File: src/rtl/wb_sched.sv
// Writeback arbiter and register scoreboard sharing the register-file write port between ALU and LSU.
// Optional feature macro WB_RR_ARB_EN: round-robin arbitration instead of fixed LSU-over-ALU priority.
module wb_sched (
  input  logic        Clk,
  input  logic        Reset_N,
  input  logic        Issue_Valid,
  input  logic [4:0]  Issue_Rd,
  input  logic [4:0]  Issue_Rs1,
  input  logic [4:0]  Issue_Rs2,
  output logic        Issue_Stall,
  input  logic        Alu_Valid,
  input  logic [4:0]  Alu_Rd,
  input  logic [31:0] Alu_Data,
  output logic        Alu_Ready,
  input  logic        Lsu_Valid,
  input  logic [4:0]  Lsu_Rd,
  input  logic [31:0] Lsu_Data,
  output logic        Lsu_Ready,
  output logic [4:0]  Rd_Addr,
  output logic [31:0] Rd_Data,
  output logic [31:0] Pending,
  output logic        Wb_Err
);

  localparam int unsigned AW = 5;
  localparam int unsigned DW = 32;

  logic          alu_gnt;
  logic          lsu_gnt;
  logic          xfer;
  logic [AW-1:0] xfer_rd;
  logic [DW-1:0] xfer_data;
  logic          issue_take;
  logic [DW-1:0] pending_d;

  // Source r is unsafe while its write is outstanding or still sitting in the output stage.
  function automatic logic hazard(input logic [AW-1:0] r,
                                  input logic [DW-1:0] pend,
                                  input logic [AW-1:0] stage_addr);
    return (r != AW'(0)) && (pend[r] || (stage_addr == r));
  endfunction

`ifdef WB_RR_ARB_EN
  logic alu_next;  // set: ALU wins the next contended cycle

  always_comb begin
    lsu_gnt = Lsu_Valid && (!Alu_Valid || !alu_next);
    alu_gnt = Alu_Valid && (!Lsu_Valid || alu_next);
  end

  always_ff @(posedge Clk or negedge Reset_N) begin
    if (!Reset_N) begin
      alu_next <= 1'b1;
    end else if (Alu_Valid && Lsu_Valid) begin
      alu_next <= lsu_gnt;
    end
  end
`else
  always_comb begin
    lsu_gnt = Lsu_Valid;
    alu_gnt = Alu_Valid && !Lsu_Valid;
  end
`endif

  assign Alu_Ready = alu_gnt;
  assign Lsu_Ready = lsu_gnt;

  // Select the granted payload; idle cycles present x0 so the register file discards the write.
  always_comb begin
    xfer      = alu_gnt || lsu_gnt;
    xfer_rd   = AW'(0);
    xfer_data = DW'(0);
    if (lsu_gnt) begin
      xfer_rd   = Lsu_Rd;
      xfer_data = Lsu_Data;
    end else if (alu_gnt) begin
      xfer_rd   = Alu_Rd;
      xfer_data = Alu_Data;
    end
  end

  always_comb begin
    Issue_Stall = Issue_Valid &&
                  (hazard(Issue_Rs1, Pending, Rd_Addr) ||
                   hazard(Issue_Rs2, Pending, Rd_Addr) ||
                   Pending[Issue_Rd]);
    issue_take  = Issue_Valid && !Issue_Stall && (Issue_Rd != AW'(0));
  end

  // Set and clear never target the same register on one edge: a pending destination stalls issue.
  always_comb begin
    pending_d = Pending;
    if (issue_take) begin
      pending_d[Issue_Rd] = 1'b1;
    end
    if (xfer) begin
      pending_d[xfer_rd] = 1'b0;
    end
    pending_d[0] = 1'b0;
  end

  always_ff @(posedge Clk or negedge Reset_N) begin
    if (!Reset_N) begin
      Rd_Addr <= AW'(0);
      Rd_Data <= DW'(0);
      Pending <= DW'(0);
      Wb_Err  <= 1'b0;
    end else begin
      Rd_Addr <= xfer_rd;
      Rd_Data <= xfer_data;
      Pending <= pending_d;
      if (xfer && (xfer_rd != AW'(0)) && !Pending[xfer_rd]) begin
        Wb_Err <= 1'b1;
      end
    end
  end

endmodule
File: config.mk
export PLATFORM = sky130hd
export DESIGN_NAME = wb_sched
export DESIGN_NICKNAME = d
export VERILOG_FILES = /design/src/rtl/wb_sched.sv
export SDC_FILE = /design/constraint.sdc
export NUM_CORES = 1
export LEC_CHECK = 0
export ABC_CLOCK_PERIOD_IN_PS = 2600
export CAP_MARGIN = 30
export CORE_ASPECT_RATIO = 1.4
export CORE_UTILIZATION = 40
export CTS_CLUSTER_SIZE = 40
export DETAILED_ROUTE_END_ITERATION = 16
export GPL_TIMING_DRIVEN = 0
export PLACE_DENSITY = 0.85
export SLEW_MARGIN = 20
export SYNTH_ARGS = -nofsm -noshare
export SYNTH_HDL_FRONTEND = slang
export SYNTH_SLANG_ARGS = --single-unit
export TNS_END_PERCENT = 30
File: constraint.sdc
create_clock -name Clk -period 2.6 [get_ports Clk]
set_input_delay 0.39 -clock Clk [delete_from_list [all_inputs] [get_ports Clk]]
set_output_delay 0.39 -clock Clk [all_outputs]
set_load 0.05 [all_outputs]
Word-level counts from Yosys, hierarchy flattened
Index checks and enable logic that the tools add are counted.

operators by class
  mux-type cells = 18
  reduce and logical (&&, ||, !) cells = 22
  bitwise operators = 3
  $lt $le $gt $ge = 6
  equal/unequal tests = 2

operators by type and width
  operator              number
  $mux W32              4
  $and A32 B32 Y32      1
  $not A32 Y32          1
  $or A32 B32 Y32       1
  $lt A5 B6 Y1 const B  4
  $bmux W1 S5           4
  $reduce_bool A5 Y1    4
  $demux W1 S5          2
  $eq A5 B5 Y1          2
  $ge A5 B1 Y1 const B  2
  $logic_and A1 B1 Y1   10
  $mux W5               2
  $mux W1               6
  $logic_or A1 B1 Y1    5
  $logic_not A1 Y1      3

storage, ports and cells
  bits of input ports = 94
  register bits = 69
  word-level logic and storage cells = 55

Depth between registers and ports, before layout
Gate-level depths: netlist of the first run.

  depth in word-level cells = 13
  gate-level depth with buffers = 10

Least setup slack after synthesis of the first run
Ideal clock, no wire load.

  kind = input port to output port
  from = in Issue_Rs1[1]
  to = out Issue_Stall
  path buffers = 3
  stages = 9
  setup slack = -0.940 ns
  arrival = 3.150 ns
  cell sequence = buf_2 > buf_1 > mux2i_1 > a22oi_1 > nand3_1 > o21ai_0 > a31oi_4 > buf_4 > a21boi_0

between the ends
  cells in the longest elaborated chain, start to end = 7

RTL lines
  element                        line  source
  from (decl)                    8     input logic [4:0] Issue_Rs1,
  $bmux W1 S5                    40    return (r != AW'(0)) && (pend[r] || (stage_addr == r));
  $mux W1 (not written as such)  40
  $logic_or A1 B1 Y1             40
  $logic_and A1 B1 Y1 *          40
  $logic_or A1 B1 Y1 *           84    (hazard(Issue_Rs1, Pending, Rd_Addr) ||
  $logic_or A1 B1 Y1 *           85    hazard(Issue_Rs2, Pending, Rd_Addr) ||
  $logic_and A1 B1 Y1 *          83    Issue_Stall = Issue_Valid &&
  to (decl)                      10    output logic Issue_Stall,

Every way passes the cells marked *; elsewhere a longest branch is shown, timed or not. The select of a mux whose other input is x is not followed.

Worst setup path in the final report of the first run
  from = reg Pending[13]
  to = out Issue_Stall

between the ends
  cells in the longest elaborated chain, start to end = 7

RTL lines
  element                        line  source
  from (decl)                    21    output logic [31:0] Pending,
  from (signal assigned)         111   Pending <= pending_d;
  $bmux W1 S5                    40
  $mux W1 (not written as such)  40
  $logic_or A1 B1 Y1             40
  $logic_and A1 B1 Y1            40
  $logic_or A1 B1 Y1             84
  $logic_or A1 B1 Y1 *           85
  $logic_and A1 B1 Y1 *          83

Marks and branches as above.

==> key figures, run 1 <==
Final layout
  • Most frequent cells in the layout: clkdlybuf4s50_1 (146), dfrtp_1 (46), nand2_1 (38), nor2_1 (32), inv_1 (26)
  • P&R area growth vs syn: 59.70%
  • Final-stage net count: 699
  • Cell Count, Final, Fillers Out: 745
  • Most common cell after layout, fill and taps aside: clkdlybuf4s50_1
  • Antenna diodes: 0
  • Multi-input logic area: 2412 sq um
  • Fillers: 775
  • Final Util: 0.6667
  • Design area: 6708 sq um
  • Share of cells above drive strength 1: 0.2410
  • Register Area: 1755 sq um

Global routing
  • Global-route wire length before repair: 24.63 mm
  • Vias in the first global route: 4774
  • Grt ovf: 0
  • Largest net degree at the start of global routing: 43
  • Total GRT Usage: 0.3086
  • Antenna violations before repair: 0

Die
  • Boundary Pins: 167
  • Core area: 10060 sq um
  • Die area: 10920 sq um
  • Die extent in x: 88.61 um
  • Initial core utilization: 0.4175
  • FP Rows: 43
  • Die extent in y: 123.2 um

Placed design
  • GPL Wtd Cong: 1.012
  • IO Port Bufs: 157
  • Dpl ws: -1632 ps
  • Placed cell areas: 6067 sq um
  • Cells after DPL: 706
  • Hpwl dp: 11.58 mm

Power
  • Max rail drop VDD: 353.1 uV
  • Reg power frac: 0.347
  • P_sw: 1.184 mW
  • Internal: 2.368 mW
  • Power per Cell Area: 529.5 nW/um^2
  • Static leakage: 2.658 nW
  • Logic pwr share: 0.311
  • Clk pwr share: 0.342
  • Sw frac: 0.3333

CTS
  • TritonCTS clock tree: yes
  • H-tree Lvls: 3
  • Clock Path Buffers: 2
  • CTS clk-pin slew, worst paths: 50 ps
  • Clock latency on the worst-skew pair: 340 ps
  • Num CTS Buffers: 9
  • Root buf cell: clkbuf_16
  • Clk sinks: 69

Route
  • Vias per inst: 6.130
  • Detailed Route WL: 15.84 mm
  • DR iter-0 viols: 490
  • DRT antenna net count: 0
  • 1st-pass router iterations: 5
  • DRC: 0
  • DR WL/cell: 21.27 um
  • Detailed-route via count: 4567

Timing
  • RSZ-0062 raised after global routing: yes
  • Setup-failing EPs final: 25
  • Final Hold Vio Count: 0
  • Final WS setup: -342.4 ps
  • Hold Slack: 461.0 ps
  • Final Cycle Share: 1.132
  • Slew Limit Headroom: 0.4027
  • Max-slew violation count: 0
  • Fin Clk Skew: 8.690 ps
  • Worst slew pin tran: 894.0 ps
  • Fmax: 339.9 MHz
  • Post-route minimum period: 2942 ps

Synthesis
  • Seq/Total Area, Yosys: 0.4111
  • Synthesis-stage register bit count: 69
  • Dominant synthesized flop cell: dfrtp_1
  • Synth area leaders: dfrtp_1 (41%), mux4_2 (9.1%), mux2i_1 (5.0%)
  • EDFF count, synth: 0
  • Syn Area/Cell: 10.19 sq um
  • Cell variety after synth: 61
  • Synthesized Nets: 506
  • Post-synth top area cell: dfrtp_1
  • Synthesized area: 4200 sq um
  • Async SR Flop Fraction: 1.000
  • Cells after Synth: 412
  • Ys Warns: 0
  • Area share of the leading cell type in the synthesized netlist: 0.4111

Min path
  • Hold Crit Class: in2reg

Status
  • Run status: complete, but fails checks
  • Failing checks: setup timing

Critical path
  • CP Launch Type: register
  • Crit path kind: reg2out
  • Worst Path Required: 2210 ps
  • CP Max Fanout: 6
  • Crit path DAT: 2550 ps
  • Worst Setup End Kind: output port

Job
  • MaxCap Viol Count: 0
-- flip-flops by register name, summed over array words and instances (netlist names) --
| signal | cells |
|---|---|
| Rd_Addr | 5 |
| Wb_Err | 1 |
| Rd_Data | 32 |
| Pending | 31 |
-- stage by stage --
stage               power (mW)  TNS (ps)
floorplan                1.829    -261.3
global placement         2.246   -102150
detailed placement       2.271    -28650
CTS                      3.514     -2043
global route             3.677     -6422
finish                   3.552     -4121
-- cell usage after synthesis (6+ instances only) --
| library cell | n |
|---|---|
| mux2i_1 | 21 |
| dfrtp_1 | 69 |
| clkbuf_1 | 18 |
| inv_1 | 26 |
| a21oi_1 | 20 |
| a41oi_1 | 13 |
| mux2_2 | 6 |
| a22o_1 | 22 |
| nand2_1 | 38 |
| mux4_2 | 17 |
| o21ai_0 | 16 |
| xnor2_1 | 6 |
| nor2_1 | 32 |
| nor3_1 | 7 |
| a221oi_1 | 17 |
-- area by class of cell --
type | count | area share
repair buffers | 183 | 0.2654
multi-input cells | 283 | 0.3596
clock inverters | 5 | 0.007461
inverters | 28 | 0.01567
flip-flops and latches | 69 | 0.2617
well taps | 135 | 0.02518
plain buffers | 31 | 0.02873
clock buffers | 11 | 0.03619
-- worst max-delay path: stages, from the launching register on --
cell	delay, ps
dfrtp_2	450
mux2_2	290
a221oi_2	290
nor2_1	110
or4_4	530
a31oi_4	210
buf_6	140
a21boi_4	40
buf_6	150
-- routing by layer --
layer,part of all wire,track usage,vias up
li1,-,-,1937
met1,0.33,0.3355,2189
met2,0.50,0.5178,350
met3,0.10,0.08678,91
met4,0.062,0.2046,0
met5,0,0,-
-- power groups by stage --
stage          logic [mW]  registers [mW]  clock network, mW
2_1_floorplan       0.346            1.48                  0
3_3_place_gp         1.00            1.24                  0
3_5_place_dp         1.02            1.25                  0
4_1_cts              1.06            1.23               1.23
5_1_grt              1.16            1.24               1.28
6_report             1.11            1.23               1.22
-- final timing paths --
kind	start	end	slack, ps	cells past startpoint
min in group asynchronous	Reset_N	Rd_Data[16]$_DFF_PN0_	520	2
hold / removal	Alu_Valid	Rd_Data[11]$_DFF_PN0_	460	3
hold reg to reg	Wb_Err$_DFFE_PN0P_	Wb_Err$_DFFE_PN0P_	540	1
setup reg to reg	Pending[13]$_DFF_PN0_	Pending[22]$_DFF_PN0_	-280	9
max in group asynchronous	Reset_N	Pending[27]$_DFF_PN0_	1520	3
setup / recovery	Pending[13]$_DFF_PN0_	Issue_Stall	-340	8
-- logic make-up (layout without fill, tap and decap cells) --
kind of cell           count (synthesis)  after routing  share of synthesized area
AO/OA/AOI/OAI                        119            119                     0.2139
XOR/XNOR                               9              9                    0.01877
buffers and inverters                 60            258                    0.06374
flip-flops                            69             69                     0.4111
multiplexers                          46             46                     0.1635
other                                  1              1                  0.0008928
AND/OR/NAND/NOR                      108            108                     0.1281
-- what timing repair did --
| action | 4_1_cts | 5_1_grt |
|---|---|---|
| gates resized for setup | 39 | 19 |
| hold buffers | 1 | 0 |
| pin swaps | 4 | 15 |
| endpoints found under the setup margin | 34 | 34 |
| buffers inserted | 13 | 8 |
| endpoints found under the hold margin | 27 | 0 |
| gates cloned | 0 | 0 |
No activity file was read; power rests on OpenSTA's default activity.
==> run 2, diff against run 1 <==
--- a/config.mk
+++ b/config.mk
@@ -12,6 +12,7 @@
 export CTS_CLUSTER_SIZE = 40
 export DETAILED_ROUTE_END_ITERATION = 16
 export GPL_TIMING_DRIVEN = 0
+export MAX_ROUTING_LAYER = met4
 export PLACE_DENSITY = 0.85
 export SLEW_MARGIN = 20
 export SYNTH_ARGS = -nofsm -noshare
==> run 2 against run 1 <==
The run still ends with setup timing left. Hold slack better by 14 ps. Flip-flop and latch count stayed put. Maximum frequency is 0.11% higher. Routed wire length is 2.3% lower. Total power is 0.90% lower. Design area is 1.5% lower. Global-route usage hardly changed. Critical endpoint unchanged. Largest cell class unchanged.
==> key figures, run 2 (synthesis results as in run 1) <==
Timing
  • Max-slew violation count: 0 (unchanged)
  • Worst slew pin tran: 1006 ps (+111.5 ps)
  • Final Cycle Share: 1.130 (-0.001298)
  • Fin Setup TNS: -3092 ps (+1029 ps)
  • Slew Limit Headroom: 0.3272 (-0.07551)
  • Fmax: 340.2 MHz (+0.11%)
  • Final WS setup: -339.0 ps (+3.376 ps)
  • Fin Clk Skew: 11.65 ps (+2.964 ps)
  • Setup-failing EPs final: 19 (-24%)
  • RSZ-0062 raised after global routing: yes
  • Final Hold Vio Count: 0 (unchanged)
  • Post-route minimum period: 2939 ps (-3.376 ps)

Final layout
  • Fillers: 790 (+1.9%)
  • Share of cells above drive strength 1: 0.2206 (-0.02042)
  • Design area: 6605 sq um (-1.5%)
  • Most common cell after layout, fill and taps aside: clkdlybuf4s50_1
  • Largest register FFs: 32 (unchanged)
  • Antenna diodes: 0 (unchanged)
  • Final-stage net count: 692 (-1.0%)
  • Final Util: 0.6565 (-0.01020)
  • Largest Register: Rd_Data
  • P&R area growth vs syn: 57.25%
  • Most frequent cells in the layout: clkdlybuf4s50_1 (146), dfrtp_1 (45), nand2_1 (38), nor2_1 (31), inv_1 (26)
  • Biggest regs: Rd_Data x32, Pending x31, Rd_Addr x5

Critical path
  • Crit path DAT: 2550 ps (about the same)
  • Worst Path Required: 2210 ps (about the same)
  • Reg2Reg Setup Slack: -230 ps (+50 ps)
  • Reg2Reg Launch Point: Pending[31]$_DFF_PN0_
  • Delay-heaviest family, CP: compound AO/OA/AOI/OAI gates
  • Critical Path Max Stage Delay: 490 ps (-40 ps)
  • Reg2reg end: Pending[14]$_DFF_PN0_
  • Setup crit start: Pending[31]$_DFF_PN0_
  • Worst setup endpoint: Issue_Stall
  • CP dominant cell by count: buf_6
  • CP Max Fanout: 4 (-2)
  • Crit-path cells: mux4_2 -> a22oi_2 -> o41ai_2 -> or4_4 -> a31oi_4 -> buf_6 -> a21boi_4 -> buf_6
  • Bufs and invs on worst path: 2 (unchanged)
  • CP Launch Type: register
  • Critical path depth: 8 (unchanged)
  • Critical path's slowest cell: mux4_2
  • Reg2Reg Depth: 8 (-1)
  • Worst Setup End Kind: output port
  • Crit path kind: reg2out

Power
  • Internal: 2.361 mW (-0.30%)
  • Max rail drop VDD: 344.7 uV (-2.4%)
  • Reg power frac: 0.350 (+0.003)
  • Power per Cell Area: 532.9 nW/um^2 (+0.64%)
  • Static leakage: 2.613 nW (-1.7%)
  • Sw frac: 0.3292 (-0.004063)
  • P_sw: 1.159 mW (-2.1%)
  • Clk pwr share: 0.344 (+0.002)
  • Logic pwr share: 0.306 (-0.005)

Route
  • 1st-pass router iterations: 5 (unchanged)
  • Detailed Route WL: 15.48 mm (-2.3%)
  • DR WL/cell: 20.97 um (-1.4%)
  • DR iter-0 viols: 453 (-7.6%)
  • DRT antenna net count: 0 (unchanged)
  • Vias per inst: 6.038 (-1.5%)
  • Detailed-route via count: 4456 (-2.4%)
  • DRC: 0 (unchanged)

CTS
  • TritonCTS clock tree: yes
  • Root buf cell: clkbuf_16
  • Clk sinks: 69 (unchanged)
  • Clock latency on the worst-skew pair: 340 ps (about the same)
  • Num CTS Buffers: 9 (unchanged)
  • H-tree Lvls: 3 (unchanged)
  • Clock Path Buffers: 2 (unchanged)
  • CTS clk-pin slew, worst paths: 60 ps (about the same)

Global routing
  • Grt ovf: 0 (unchanged)
  • Vias in the first global route: 4692 (-1.7%)
  • Antenna violations before repair: 0 (unchanged)
  • Global-route wire length before repair: 24.16 mm (-1.9%)
  • Total GRT Usage: 0.3083 (about the same)
  • Largest net degree at the start of global routing: 51 (+19%)

Die
  • Boundary Pins: 167 (unchanged)
  • FP Rows: 43 (unchanged)
  • Die extent in x: 88.61 um (unchanged)
  • Core area: 10060 sq um (unchanged)
  • Die area: 10920 sq um (unchanged)
  • Initial core utilization: 0.4175 (unchanged)
  • Die extent in y: 123.2 um (unchanged)

Placed design
  • Hpwl dp: 11.38 mm (-1.7%)
  • IO Port Bufs: 157 (unchanged)
  • Placed cell areas: 6075 sq um (+0.12%)
  • GPL Wtd Cong: 1.030 (+1.8%)

Job
  • MaxCap Viol Count: 0 (unchanged)

Status
  • Run status: complete, but fails checks
  • Failing checks: setup timing

Min path
  • Hold Crit Class: in2async
run 2: cell count changes in the layout (fill, tap and decap cells not counted), sizes merged:
| cell | change |
|---|---|
| buf | -6 |
| clkinv | -3 |
| clkbuf | +2 |
run 2: worst min-delay path by stage:
stage	startpoint	to	depth (start not counted)
after floorplan	Reset_N	Pending[10]$_DFF_PN0_	0
after global placement	Wb_Err$_DFFE_PN0P_	Wb_Err$_DFFE_PN0P_	1
after detailed placement	Reset_N	Rd_Data[18]$_DFF_PN0_	1
after CTS	Alu_Valid	Rd_Data[11]$_DFF_PN0_	3
after global routing	Reset_N	Rd_Data[18]$_DFF_PN0_	2
final	Reset_N	Rd_Data[18]$_DFF_PN0_	2
run 2: through the flow:
step           total power [mW]  worst slack (ps)  instances  hold slack, ps
6_report                  3.520            -339.0        738           475.4
5_1_grt                   3.645            -389.0        738           497.7
4_1_cts                   3.514            -314.0        738           470.0
3_5_place_dp              2.274             -1594        705           293.2
3_3_place_gp              2.250             -1576        704           497.3
2_1_floorplan             1.829            -126.2        412           94.41
run 2: layer usage:
layer / vias to the layer above / track usage / part of all wire
li1: 1928 / - / -
met1: 2157 / 0.3415 / 0.36
met2: 303 / 0.5038 / 0.51
met3: 68 / 0.07276 / 0.086
met4: 0 / 0.1774 / 0.045
met5: - / - / 0
run 2: final cells by class:
| class | instances | area (sq um) | share of cell area |
|---|---|---|---|
| multi-input cells | 283 | 2362 | 0.3576 |
| flip-flops and latches | 69 | 1757 | 0.2660 |
| repair buffers | 177 | 1737 | 0.2629 |
| clock buffers | 14 | 254.0 | 0.03845 |
| plain buffers | 30 | 186.4 | 0.02823 |
| well taps | 135 | 168.9 | 0.02557 |
| inverters | 28 | 105.1 | 0.01591 |
| clock inverters | 2 | 35.03 | 0.005304 |
run 2: what timing repair did:
item / CTS / global route
gates resized for setup: 35 / 13
hold buffers: 1 / 0
hold endpoints to repair: 19 / 0
pin swaps: 5 / 3
setup buffers: 17 / 1
setup endpoints to repair: 33 / 34
run 2: power groups by stage:
| stage | Sequential (mW) | Combinational, mW | Clock [mW] |
|---|---|---|---|
| floorplan | 1.48 | 0.346 | 0 |
| global placement | 1.25 | 1.00 | 0 |
| detailed placement | 1.25 | 1.02 | 0 |
| CTS | 1.23 | 1.06 | 1.22 |
| global route | 1.24 | 1.14 | 1.27 |
| finish | 1.23 | 1.08 | 1.21 |
==> run 3, diff against run 2 <==
--- a/config.mk
+++ b/config.mk
@@ -12,6 +12,7 @@
 export CTS_CLUSTER_SIZE = 40
 export DETAILED_ROUTE_END_ITERATION = 16
 export GPL_TIMING_DRIVEN = 0
+export HOLD_SLACK_MARGIN = 0.06
 export MAX_ROUTING_LAYER = met4
 export PLACE_DENSITY = 0.85
 export SLEW_MARGIN = 20
==> results of run 3 <==
The final DEF is identical to that of run 2; final timing and power are the same.
